`src/rtl/health_tracker.sv`:
```
// health_tracker
//   Player health state for the HUD health bar. Health is lowered by collision
//   damage, raised by heal pickups, and a fixed post-hit invulnerability
//   window is tracked in frames (hit=1 while the bar flashes red).
//
//   Optional build macro: HEALTH_TRACKER_REGEN_EN
//     When defined, passive regeneration adds +1 health every REGEN_FRAMES
//     frames while ALIVE and below MAX_HEALTH.
//
//   Ports:
//     clk         pixel clock
//     rst         synchronous active-high reset
//     frame_tick  one-cycle pulse per video frame
//     damage      one-cycle collision pulse, damage_amt sampled with it
//     damage_amt  health to subtract (4 bits)
//     heal        one-cycle pickup pulse, +1 health
//     restart     one-cycle new-game pulse, same effect as rst
//     health      current health, 0..MAX_HEALTH (registered)
//     hit         high while in HIT (registered)
//     dead        high while in DEAD (registered)
module health_tracker #(
  parameter int unsigned MAX_HEALTH   = 10,
  parameter int unsigned HIT_FRAMES   = 30,
  parameter int unsigned REGEN_FRAMES = 120
) (
  input  logic       clk,
  input  logic       rst,
  input  logic       frame_tick,
  input  logic       damage,
  input  logic [3:0] damage_amt,
  input  logic       heal,
  input  logic       restart,
  output logic [3:0] health,
  output logic       hit,
  output logic       dead
);

  typedef enum logic [1:0] {ALIVE, HIT, DEAD} state_t;

  localparam logic [3:0] HMAX     = 4'(MAX_HEALTH);
  // Compare against the last count so a 255-frame window never overflows.
  localparam logic [7:0] HIT_LAST = 8'(HIT_FRAMES - 1);

  state_t     state, state_nxt;
  logic [3:0] health_r, health_nxt;
  logic [7:0] frame_cnt, frame_cnt_nxt;
  logic       bump;

`ifdef HEALTH_TRACKER_REGEN_EN
  localparam logic [7:0] REGEN_LAST = 8'(REGEN_FRAMES - 1);
  logic [7:0] regen_cnt, regen_cnt_nxt;
`else
  logic [7:0] unused_regen_cfg;
  assign unused_regen_cfg = 8'(REGEN_FRAMES);
`endif

  function automatic logic [3:0] sat_sub(input logic [3:0] a, input logic [3:0] b);
    if (b >= a) return 4'd0;
    return a - b;
  endfunction

  function automatic logic [3:0] sat_inc(input logic [3:0] a);
    if (a >= HMAX) return HMAX;
    return a + 4'd1;
  endfunction

  always_comb begin
    state_nxt     = state;
    health_nxt    = health_r;
    frame_cnt_nxt = frame_cnt;
    bump          = 1'b0;
`ifdef HEALTH_TRACKER_REGEN_EN
    regen_cnt_nxt = regen_cnt;
`endif
    if (restart) begin
      state_nxt     = ALIVE;
      health_nxt    = HMAX;
      frame_cnt_nxt = 8'd0;
`ifdef HEALTH_TRACKER_REGEN_EN
      regen_cnt_nxt = 8'd0;
`endif
    end else begin
      case (state)
        ALIVE: begin
          if (damage && (damage_amt != 4'd0)) begin
            // Any tick in this cycle is deliberately not counted.
            health_nxt    = sat_sub(health_r, damage_amt);
            frame_cnt_nxt = 8'd0;
            state_nxt     = (health_nxt == 4'd0) ? DEAD : HIT;
`ifdef HEALTH_TRACKER_REGEN_EN
            regen_cnt_nxt = 8'd0;
`endif
          end else begin
            // A damage pulse (even of 0) pre-empts heal in the same cycle.
            bump = heal && !damage;
`ifdef HEALTH_TRACKER_REGEN_EN
            // Regen holds at full health; a regen step coinciding with a
            // heal still only adds one.
            if (frame_tick && (health_r != HMAX)) begin
              if (regen_cnt == REGEN_LAST) begin
                regen_cnt_nxt = 8'd0;
                bump          = 1'b1;
              end else begin
                regen_cnt_nxt = regen_cnt + 8'd1;
              end
            end
`endif
            if (bump) health_nxt = sat_inc(health_r);
          end
        end
        HIT: begin
          // Invulnerable: damage is ignored, heal still applies.
          if (heal) health_nxt = sat_inc(health_r);
          if (frame_tick) begin
            if (frame_cnt == HIT_LAST) begin
              state_nxt     = ALIVE;
              frame_cnt_nxt = 8'd0;
            end else begin
              frame_cnt_nxt = frame_cnt + 8'd1;
            end
          end
        end
        DEAD: begin
          health_nxt = 4'd0;
        end
        default: begin
          state_nxt = ALIVE;
        end
      endcase
    end
  end

  always_ff @(posedge clk) begin
    if (rst) begin
      state     <= ALIVE;
      health_r  <= HMAX;
      frame_cnt <= 8'd0;
      hit       <= 1'b0;
      dead      <= 1'b0;
`ifdef HEALTH_TRACKER_REGEN_EN
      regen_cnt <= 8'd0;
`endif
    end else begin
      state     <= state_nxt;
      health_r  <= health_nxt;
      frame_cnt <= frame_cnt_nxt;
      hit       <= (state_nxt == HIT);
      dead      <= (state_nxt == DEAD);
`ifdef HEALTH_TRACKER_REGEN_EN
      regen_cnt <= regen_cnt_nxt;
`endif
    end
  end

  assign health = health_r;

endmodule

```
`config.mk`:
```
export PLATFORM = sky130hd
export DESIGN_NAME = health_tracker
export DESIGN_NICKNAME = d
export VERILOG_FILES = /design/src/rtl/health_tracker.sv
export SDC_FILE = /design/constraint.sdc
export NUM_CORES = 1
export LEC_CHECK = 0
export CAP_MARGIN = 10
export CORE_ASPECT_RATIO = 1.1
export CORE_UTILIZATION = 55
export DETAILED_ROUTE_END_ITERATION = 10
export DONT_BUFFER_PORTS = 1
export PLACE_DENSITY_LB_ADDON = 0.2
export REMOVE_ABC_BUFFERS = 1
export SYNTH_ARGS = -nofsm -noshare
export SYNTH_HDL_FRONTEND = slang
export SYNTH_SLANG_ARGS = --single-unit
```
`constraint.sdc`:
```
create_clock -name clk -period 3.05 [get_ports clk]
set_clock_uncertainty 0.05 [all_clocks]
set_input_delay 0.61 -clock clk [delete_from_list [all_inputs] [get_ports clk]]
set_output_delay 0.61 -clock clk [all_outputs]
set_load 0.03 [all_outputs]
```
---- Yosys cells after proc, flatten, opt, wreduce, memory -nomap -nowiden ----
Index checks and enable logic that the tools add are counted.
operators by class
  $add $sub $neg .......................... 3
  $lt $le $gt $ge ......................... 2
  eq/ne operators ......................... 9
  reductions and logical operators ........ 11
  muxes and demuxes ....................... 34
operators with widths
  kind                                                             number
  4-bit two-way mux                                                11
  8-bit two-way mux                                                3
  8-bit one-hot mux with 2 select lines                            1
  1-bit two-way mux                                                12
  4-bit one-hot mux with 3 select lines                            1
  2-bit two-way mux                                                5
  8-bit by 1-bit adder with 8-bit output, second input constant    1
  8-bit by 5-bit == test with 1-bit output, second input constant  1
  2-bit != test, second input constant                             3
  2-bit one-hot mux with 3 select lines                            1
  3-bit AND reduction                                              2
  4-bit by 1-bit adder with 4-bit output, second input constant    1
  2-bit by 1-bit == test with 1-bit output, second input constant  2
  2-bit == test, second input constant                             2
  4-bit greater-or-equal comparator                                1
  4-bit greater-or-equal comparator, second input constant         1
  4-bit zero test                                                  1
  4-bit nonzero test                                               1
  4-bit subtractor                                                 1
  3-bit != test, second input constant                             1
  3-bit nonzero test                                               1
  1-bit logical AND                                                2
  2-bit zero test                                                  1
  2-bit nonzero test                                               1
  2 further kinds                                                  2
word-level totals
  input bits .............................. 10
  register bits after elaboration ......... 16
  output and inout port bits .............. 6
  logic and storage cells ................. 64

---- Depth between registers and ports, before layout ----
Gate-level depths: netlist of run 1.
  depth in word-level cells ............... 15
  depth in mapped cells ................... 9
  gate-level depth less buffers ........... 9

---- Worst setup path before layout of run 1 ----
OpenSTA, ideal clock, no wires.
  path kind ............................... register to register
  start ................................... register health_r[0], in the netlist health[0]
  end ..................................... register hit
  library setup time ...................... 0.119 ns
  buffers on the path ..................... 0
  period minus slack after synthesis ...... 2.337 ns
  setup slack ............................. 0.713 ns
  cell stages (with the launch flop) ...... 9
  arrival time ............................ 2.168 ns
  required time ........................... 2.881 ns
  cells stage by stage .................... dfxtp_1 > inv_1 > ha_1 > inv_1 > fa_1 > nor4b_1 > mux2i_1 > a31o_2 > nor4b_2
on the way
  word-level cells in the longest chain between the ends .. 15
  elaborated cells on any way between the ends .. 16
  those cells by class .................... add/sub (1); order compare (1); eq/ne (1); mux (12); reduce/logical (1)
RTL lines
  item                                          RTL line  RTL
  start, declared                               45        logic [3:0] health_r, health_nxt;
  start signal, assigned                        145       health_r <= health_nxt;
  4-bit greater-or-equal comparator             58        if (b >= a) return 4'd0;
  1-bit two-way mux                             58
  1-bit two-way mux                             85        if (damage && (damage_amt != 4'd0)) begin
  1-bit two-way mux                             83        case (state)
  1-bit two-way mux                             75        if (restart) begin
  4-bit two-way mux (*)                         59        return a - b;
  4-bit two-way mux (*)                         85
  4-bit two-way mux (*)                         83
  4-bit two-way mux (*)                         75
  4-bit zero test (*)                           89        state_nxt = (health_nxt == 4'd0) ? DEAD : HIT;
  2-bit two-way mux (*)                         89
  2-bit two-way mux (*)                         85
  2-bit one-hot mux with 3 select lines (*)     83
  2-bit two-way mux (*)                         75
  2-bit by 1-bit == test with 1-bit output (*)  147       hit <= (state_nxt == HIT);
  end signal, assigned                          147
  end, declared                                 34        output logic hit,
Mark *: on every way between the ends. The rest lies on a longest branch, timed or not. The select of a mux whose other input is x is not followed.
A chain may end at the register's enable or synchronous reset.

---- Worst setup path after layout of run 1 ----
Same ends and word-level chain as after synthesis.

==> run summary, run 1 <==
Initial Utilization: 0.615
crit end category: register
row cnt: 16
CTS tree: done
Crit path largest cell delay: 0.61 ns
routed len/inst: 14.7 um
GR Util All Layers: 0.242
Distinct cells, synth: 41
sequential fraction of the synthesis area: 0.280
initial antenna violation count: 0
clock sinks: 16
first-pass GRT wire length: 4060 um
gr ovfl total: 0
Worst Hold Class: input pin to register
share of the synthesized area in the top cell type: 0.280
reg-to-reg startpoint: health[0]$_SDFFE_PP0P_
flop and latch count out of synthesis: 16
unrepaired setup endpoints after global routing: false
diode count: 0
final std cells w/o fill: 158
Routability Congestion: 0.956
Remaining DRCs: 0
worst-path fanout max: 6
Setup violations, final: 0
CP dominant cell by count: inv_1
post-cts resize count: 0
ys async rst share: 0
fin crit period: 2.53 ns
Warnings, synthesis: 0
reg2reg end: hit$_SDFF_PP0_
Worst path slowest cell: dfxtp_1
Hold Path End: health[2]$_SDFFE_PP0P_
max_cap viols: 0
Arr. time, crit path: 2.66 ns
height of the die: 49.9 um
DR iter-0 viols: 0
layout cells sized above 1: 0.107
crit-path cells: inv_1 > ha_1 > inv_1 > fa_1 > nor4b_1 > mux2i_1 > a31o_2 > nor4b_2
DP Wirelength: 1870 um
Placed Cells incl. Taps: 155
Final WS setup: 0.524 ns
peak supply drop: 0.256 mV
Pwr per Cell Area: 411 nW/um2
pin count of the biggest net entering global routing: 10
setup TNS: 0 ns
Final Net Count: 156
post-synthesis cell count: 128
Max Slew Vio Count: 0
flop2flop setup slack: 0.52 ns
CORE AREA: 1860 um2
commonest cells in the synthesized netlist: nor2_1 (18), dfxtp_1 (16), ha_1 (12)
H-tree Lvls: 1
Post-synth EDFFs: 0
critical hold path startpoint: restart
Max clock buf depth: 2
FMAX: 396 MHz
area grow syn2layout: 5.25%
WS Path Type: register to register
FF-to-FF path depth: 8
latest clock arrival within the worst-skew pair: 0.29 ns
final hold vios: 0
critical path required time: 3.18 ns
Fillers: 169
mean post-synth cell area: 8.94 um2
antenna viol nets, final: 0
max_slew headroom: 0.623
number of global-route vias before repair: 984
clk slew on worst S/H paths: 0.09 ns
Bufs and invs on worst path: 2
Lkg Pwr: 0.496 nW
Place WS: 0.527 ns
Tcrit/Tclk final: 0.828
Least-Margin Pin Slew: 0.565 ns
Synth area leaders: dfxtp_1 (28%), ha_1 (13%), nor2_1 (5.9%), xor2_1 (5.4%), inv_1 (3.3%)
DRT Pass-1 Iters: 1
CTS Buf Count: 3
# hold bufs at CTS: 0
IO Count: 16
Core Util, Final: 0.647
Post-CTS Setup Bufs: 0
die area: 2270 um2
Die Wd: 45.5 um
Worst Hold Depth: 1
I/O Buffers: 0
synthesized cell area: 1140 um2
predominant post-synthesis flop cell: dfxtp_1
CP top delay family: adder cells
vias post-DR: 941
most common cell in the netlist: nor2_1
Setup crit start kind: register
cell taking the most area after synthesis: dfxtp_1
Via-to-Cell Ratio: 5.96
Root Driver: clkbuf_4
status: finished clean
Routed Wire Length: 2320 um
report_power, final:
| part | internal (mW) | total, mW | switching (mW) |
|---|---|---|---|
| Sequential | 0.217 | 0.240 | 0.0224 |
| Clock | 0.0459 | 0.111 | 0.0649 |
| Combinational | 0.0621 | 0.145 | 0.0831 |
| Total | 0.325 | 0.496 | 0.170 |
how the worst max path moves through the flow:
stage          cells past startpoint  slack [ns]             end                   start
3_3_place_gp                       8        0.59  hit$_SDFF_PP0_  health[0]$_SDFFE_PP0P_
5_1_grt                            8        0.40  hit$_SDFF_PP0_  health[0]$_SDFFE_PP0P_
4_1_cts                            8        0.52  hit$_SDFF_PP0_  health[0]$_SDFFE_PP0P_
3_5_place_dp                       8        0.53  hit$_SDFF_PP0_  health[0]$_SDFFE_PP0P_
2_1_floorplan                      8        0.71  hit$_SDFF_PP0_  health[0]$_SDFFE_PP0P_
6_report                           8        0.52  hit$_SDFF_PP0_  health[0]$_SDFFE_PP0P_
placed cells by master (no fill, tap or decap), drive strengths merged, types with 3 or more instances in the layout:
cell type / count
and3: 3
nor4b: 3
dfxtp: 16
a21oi: 6
inv: 10
nand2: 5
clkbuf: 3
ha: 12
o31ai: 4
o21ai: 3
xor2: 7
nand4: 6
nor2: 18
per-layer routing:
metal  wire length (um)  vias up  global-route usage
li1                   -      476                   -
met1                995      446               0.268
met2               1200       14               0.438
met3                 88        5              0.0440
met4                 38        0              0.0859
met5                  0        -                   0
registers in the layout (all words and copies together) (netlist names):
signal and cells:
dead 1, frame_cnt 8, health 4, state 2, hit 1
worst register-to-register path: stages, from the launching register on:
cell and delay (ns):
dfxtp_1 0.61, inv_1 0.12, ha_1 0.20, inv_1 0.08, fa_1 0.45, nor4b_1 0.34
mux2i_1 0.19, a31o_2 0.24, nor4b_2 0.15
per-stage QoR:
stage               hold slack (ns)  total power, mW  cell area [um2]
detailed placement            0.460            0.388             1180
global route                  0.318            0.526             1200
CTS                           0.328            0.497             1200
finish                        0.331            0.496             1200
global placement              0.456            0.384             1180
floorplan                     0.422            0.358             1140
kinds of logic (layout without fill, tap and decap cells):
kind of cell	Yosys count	count (layout)	share of synthesized area
and+or+nand+nor	44	44	0.208
AOI/OAI and AO/OA	33	33	0.242
muxes	2	2	0.0175
adders and majority gates	13	13	0.149
DFF	16	16	0.280
xor gates and xnor gates	9	9	0.0689
buffers and inverters	11	14	0.0361
cell type report:
class / count / area [um2] / share of cell area
clock buffer: 3 / 22.5 / 0.0187
inverter: 10 / 37.5 / 0.0312
multi-input combinational: 101 / 783 / 0.650
timing repair buffer: 1 / 7.51 / 0.00623
tap: 27 / 33.8 / 0.0280
sequential: 16 / 320 / 0.266
No activity file was read; power rests on OpenSTA's default activity.
==> run 2, diff against run 1 <==
==> constraint.sdc (replaced) <==
create_clock -name clk -period 2.6 [get_ports clk]
set_clock_uncertainty 0.05 [all_clocks]
set_input_delay 0.52 -clock clk [delete_from_list [all_inputs] [get_ports clk]]
set_output_delay 0.52 -clock clk [all_outputs]
set_load 0.03 [all_outputs]
==> run 2 against run 1 <==
Setup slack lost 0.27 ns. Largest power group unchanged. Cell area rose by 3.0%. Register-to-register slack got worse by 0.27 ns. Sequential power increased by 11%. Largest cell class unchanged.
==> run summary, run 2 (synthesis gave the netlist of run 1 again) <==
commonest cells after routing, fill and taps aside: nor2_1 (18), dfxtp_1 (16), ha_1 (12)
Post-CTS Setup Bufs: 0 (unchanged)
# hold bufs at CTS: 0 (unchanged)
CORE AREA: 1860 um2 (unchanged)
GR Util All Layers: 0.244 (+0.00202)
FMAX: 426 MHz (+7.5%)
Root Driver: clkbuf_4
die area: 2270 um2 (unchanged)
status: finished clean
gr ovfl total: 0 (unchanged)
Via-to-Cell Ratio: 6.10 (+2.5%)
multi-input combinational cell area: 783 um2 (unchanged)
design area: 1240 um2 (+3.0%)
reg2reg end: frame_cnt[2]$_SDFFE_PP0P_
number of global-route vias before repair: 1057 (+7.4%)
Fillers: 164 (-3.0%)
Final Net Count: 159 (+1.9%)
max reg flops: 8 (unchanged)
grt met3 use: 0.0659 (+0.0220)
Crit path largest cell delay: 0.83 ns (+0.22 ns)
Remaining DRCs: 0 (unchanged)
met2 global-route usage: 0.452 (+0.0143)
first-pass GRT wire length: 4150 um (+2.0%)
CTS tree: done
dpl cell area: 1200 um2 (+1.9%)
layout cells sized above 1: 0.133 (+0.0265)
antenna viol nets, final: 0 (unchanged)
reg-to-reg startpoint: frame_cnt[0]$_SDFFE_PP0P_
Arr. time, crit path: 2.44 ns (-0.22 ns)
Tcrit/Tclk final: 0.904 (+0.0756)
crit-path cells: ha_1 > nor4b_1 > a21oi_1 > o31ai_1 > nor2_1
flop2flop setup slack: 0.25 ns (-0.27 ns)
max_cap viols: 0 (unchanged)
DRT Pass-1 Iters: 4 (+3)
Routed Wire Length: 2480 um (+6.7%)
Pwr per Cell Area: 506 nW/um2 (+23%)
latest clock arrival within the worst-skew pair: 0.29 ns (about the same)
Worst path slowest cell: o31ai_1
Lkg Pwr: 0.518 nW (+4.5%)
Initial Utilization: 0.615 (unchanged)
Max clock buf depth: 2 (unchanged)
area grow syn2layout: 8.42%
Routability Congestion: 0.907 (-5.0%)
peak supply drop: 0.295 mV (+15%)
Critical Path Sink: frame_cnt[2]$_SDFFE_PP0P_
initial antenna violation count: 0 (unchanged)
I/O Buffers: 0 (unchanged)
clk slew on worst S/H paths: 0.10 ns (about the same)
layer with the highest usage: met2
diode count: 0 (unchanged)
Setup violations, final: 0 (unchanged)
clock sinks: 16 (unchanged)
Setup crit start: frame_cnt[0]$_SDFFE_PP0P_
Worst Hold Class: input pin to register
CTS Buf Count: 3 (unchanged)
post-cts resize count: 0 (unchanged)
Setup crit start kind: register
pin count of the biggest net entering global routing: 10 (unchanged)
fin crit period: 2.35 ns (-0.176 ns)
Die Wd: 45.5 um (unchanged)
DR iter-0 viols: 32 (+32)
Least-Margin Pin Slew: 1.01 ns (+0.447 ns)
H-tree Lvls: 1 (unchanged)
unrepaired setup endpoints after global routing: false
grt met1 use: 0.243 (-0.0256)
worst-path fanout max: 8 (+2)
IO Count: 16 (unchanged)
WS Path Type: register to register
Reg area: 320 um2 (unchanged)
height of the die: 49.9 um (unchanged)
DP Wirelength: 1970 um (+5.3%)
setup TNS: 0 ns (unchanged)
FF-to-FF path depth: 5 (-3)
commonest non-fill, non-tap cell in the layout: nor2_1
final hold vios: 0 (unchanged)
row cnt: 16 (unchanged)
routed len/inst: 15.3 um (+4.1%)
crit end category: register
Largest Register: frame_cnt
max_slew headroom: 0.320 (-0.303)
Max Slew Vio Count: 0 (unchanged)
vias post-DR: 989 (+5.1%)
critical path required time: 2.69 ns (-0.49 ns)
run 2: worst min-delay path by stage:
stage	end	depth (start not counted)	from
final	health[2]$_SDFFE_PP0P_	1	restart
after CTS	health[2]$_SDFFE_PP0P_	1	restart
after floorplan	frame_cnt[4]$_SDFFE_PP0P_	2	frame_cnt[4]$_SDFFE_PP0P_
after detailed placement	frame_cnt[7]$_SDFFE_PP0P_	2	frame_cnt[7]$_SDFFE_PP0P_
after global routing	health[2]$_SDFFE_PP0P_	1	restart
after global placement	frame_cnt[4]$_SDFFE_PP0P_	2	frame_cnt[4]$_SDFFE_PP0P_
run 2: through the flow:
stage	hold slack, ns	utilization	power [mW]	setup WS, ns	cells
after CTS	0.243	0.667	0.624	0.278	162
after global placement	0.450	0.647	0.455	0.327	158
after global routing	0.234	0.667	0.658	0.00948	162
after detailed placement	0.452	0.647	0.462	0.179	158
after floorplan	0.422	-	0.420	0.263	127
final	0.240	0.667	0.628	0.250	162
run 2: metal layers:
metal  wire [um]  vias up  part of all wire
met5           0        -                 0
li1            -      484                 -
met2        1310       29              0.53
met3         119        4             0.048
met1        1020      472              0.41
met4          23        0            0.0093
run 2: power breakdown:
group | internal, mW | switching, mW | total (mW)
combinational | 0.0771 | 0.116 | 0.193
sequential | 0.255 | 0.0118 | 0.267
clock | 0.0853 | 0.0827 | 0.168
total | 0.417 | 0.211 | 0.628
run 2: area by class of cell:
type | instances | share of cell area
multi-input cells | 101 | 0.631
flip-flops and latches | 16 | 0.258
clock buffers | 4 | 0.0292
repair buffers | 4 | 0.0242
well taps | 27 | 0.0272
inverters | 10 | 0.0302
run 2: critical path: cells and delay by family, from the launching register on:
kind                       cells  cell delay (ns)
AOI/OAI and AO/OA              2             0.99
adders and majority gates      1             0.18
and+or+nand+nor                2             0.53
DFF                            1             0.44
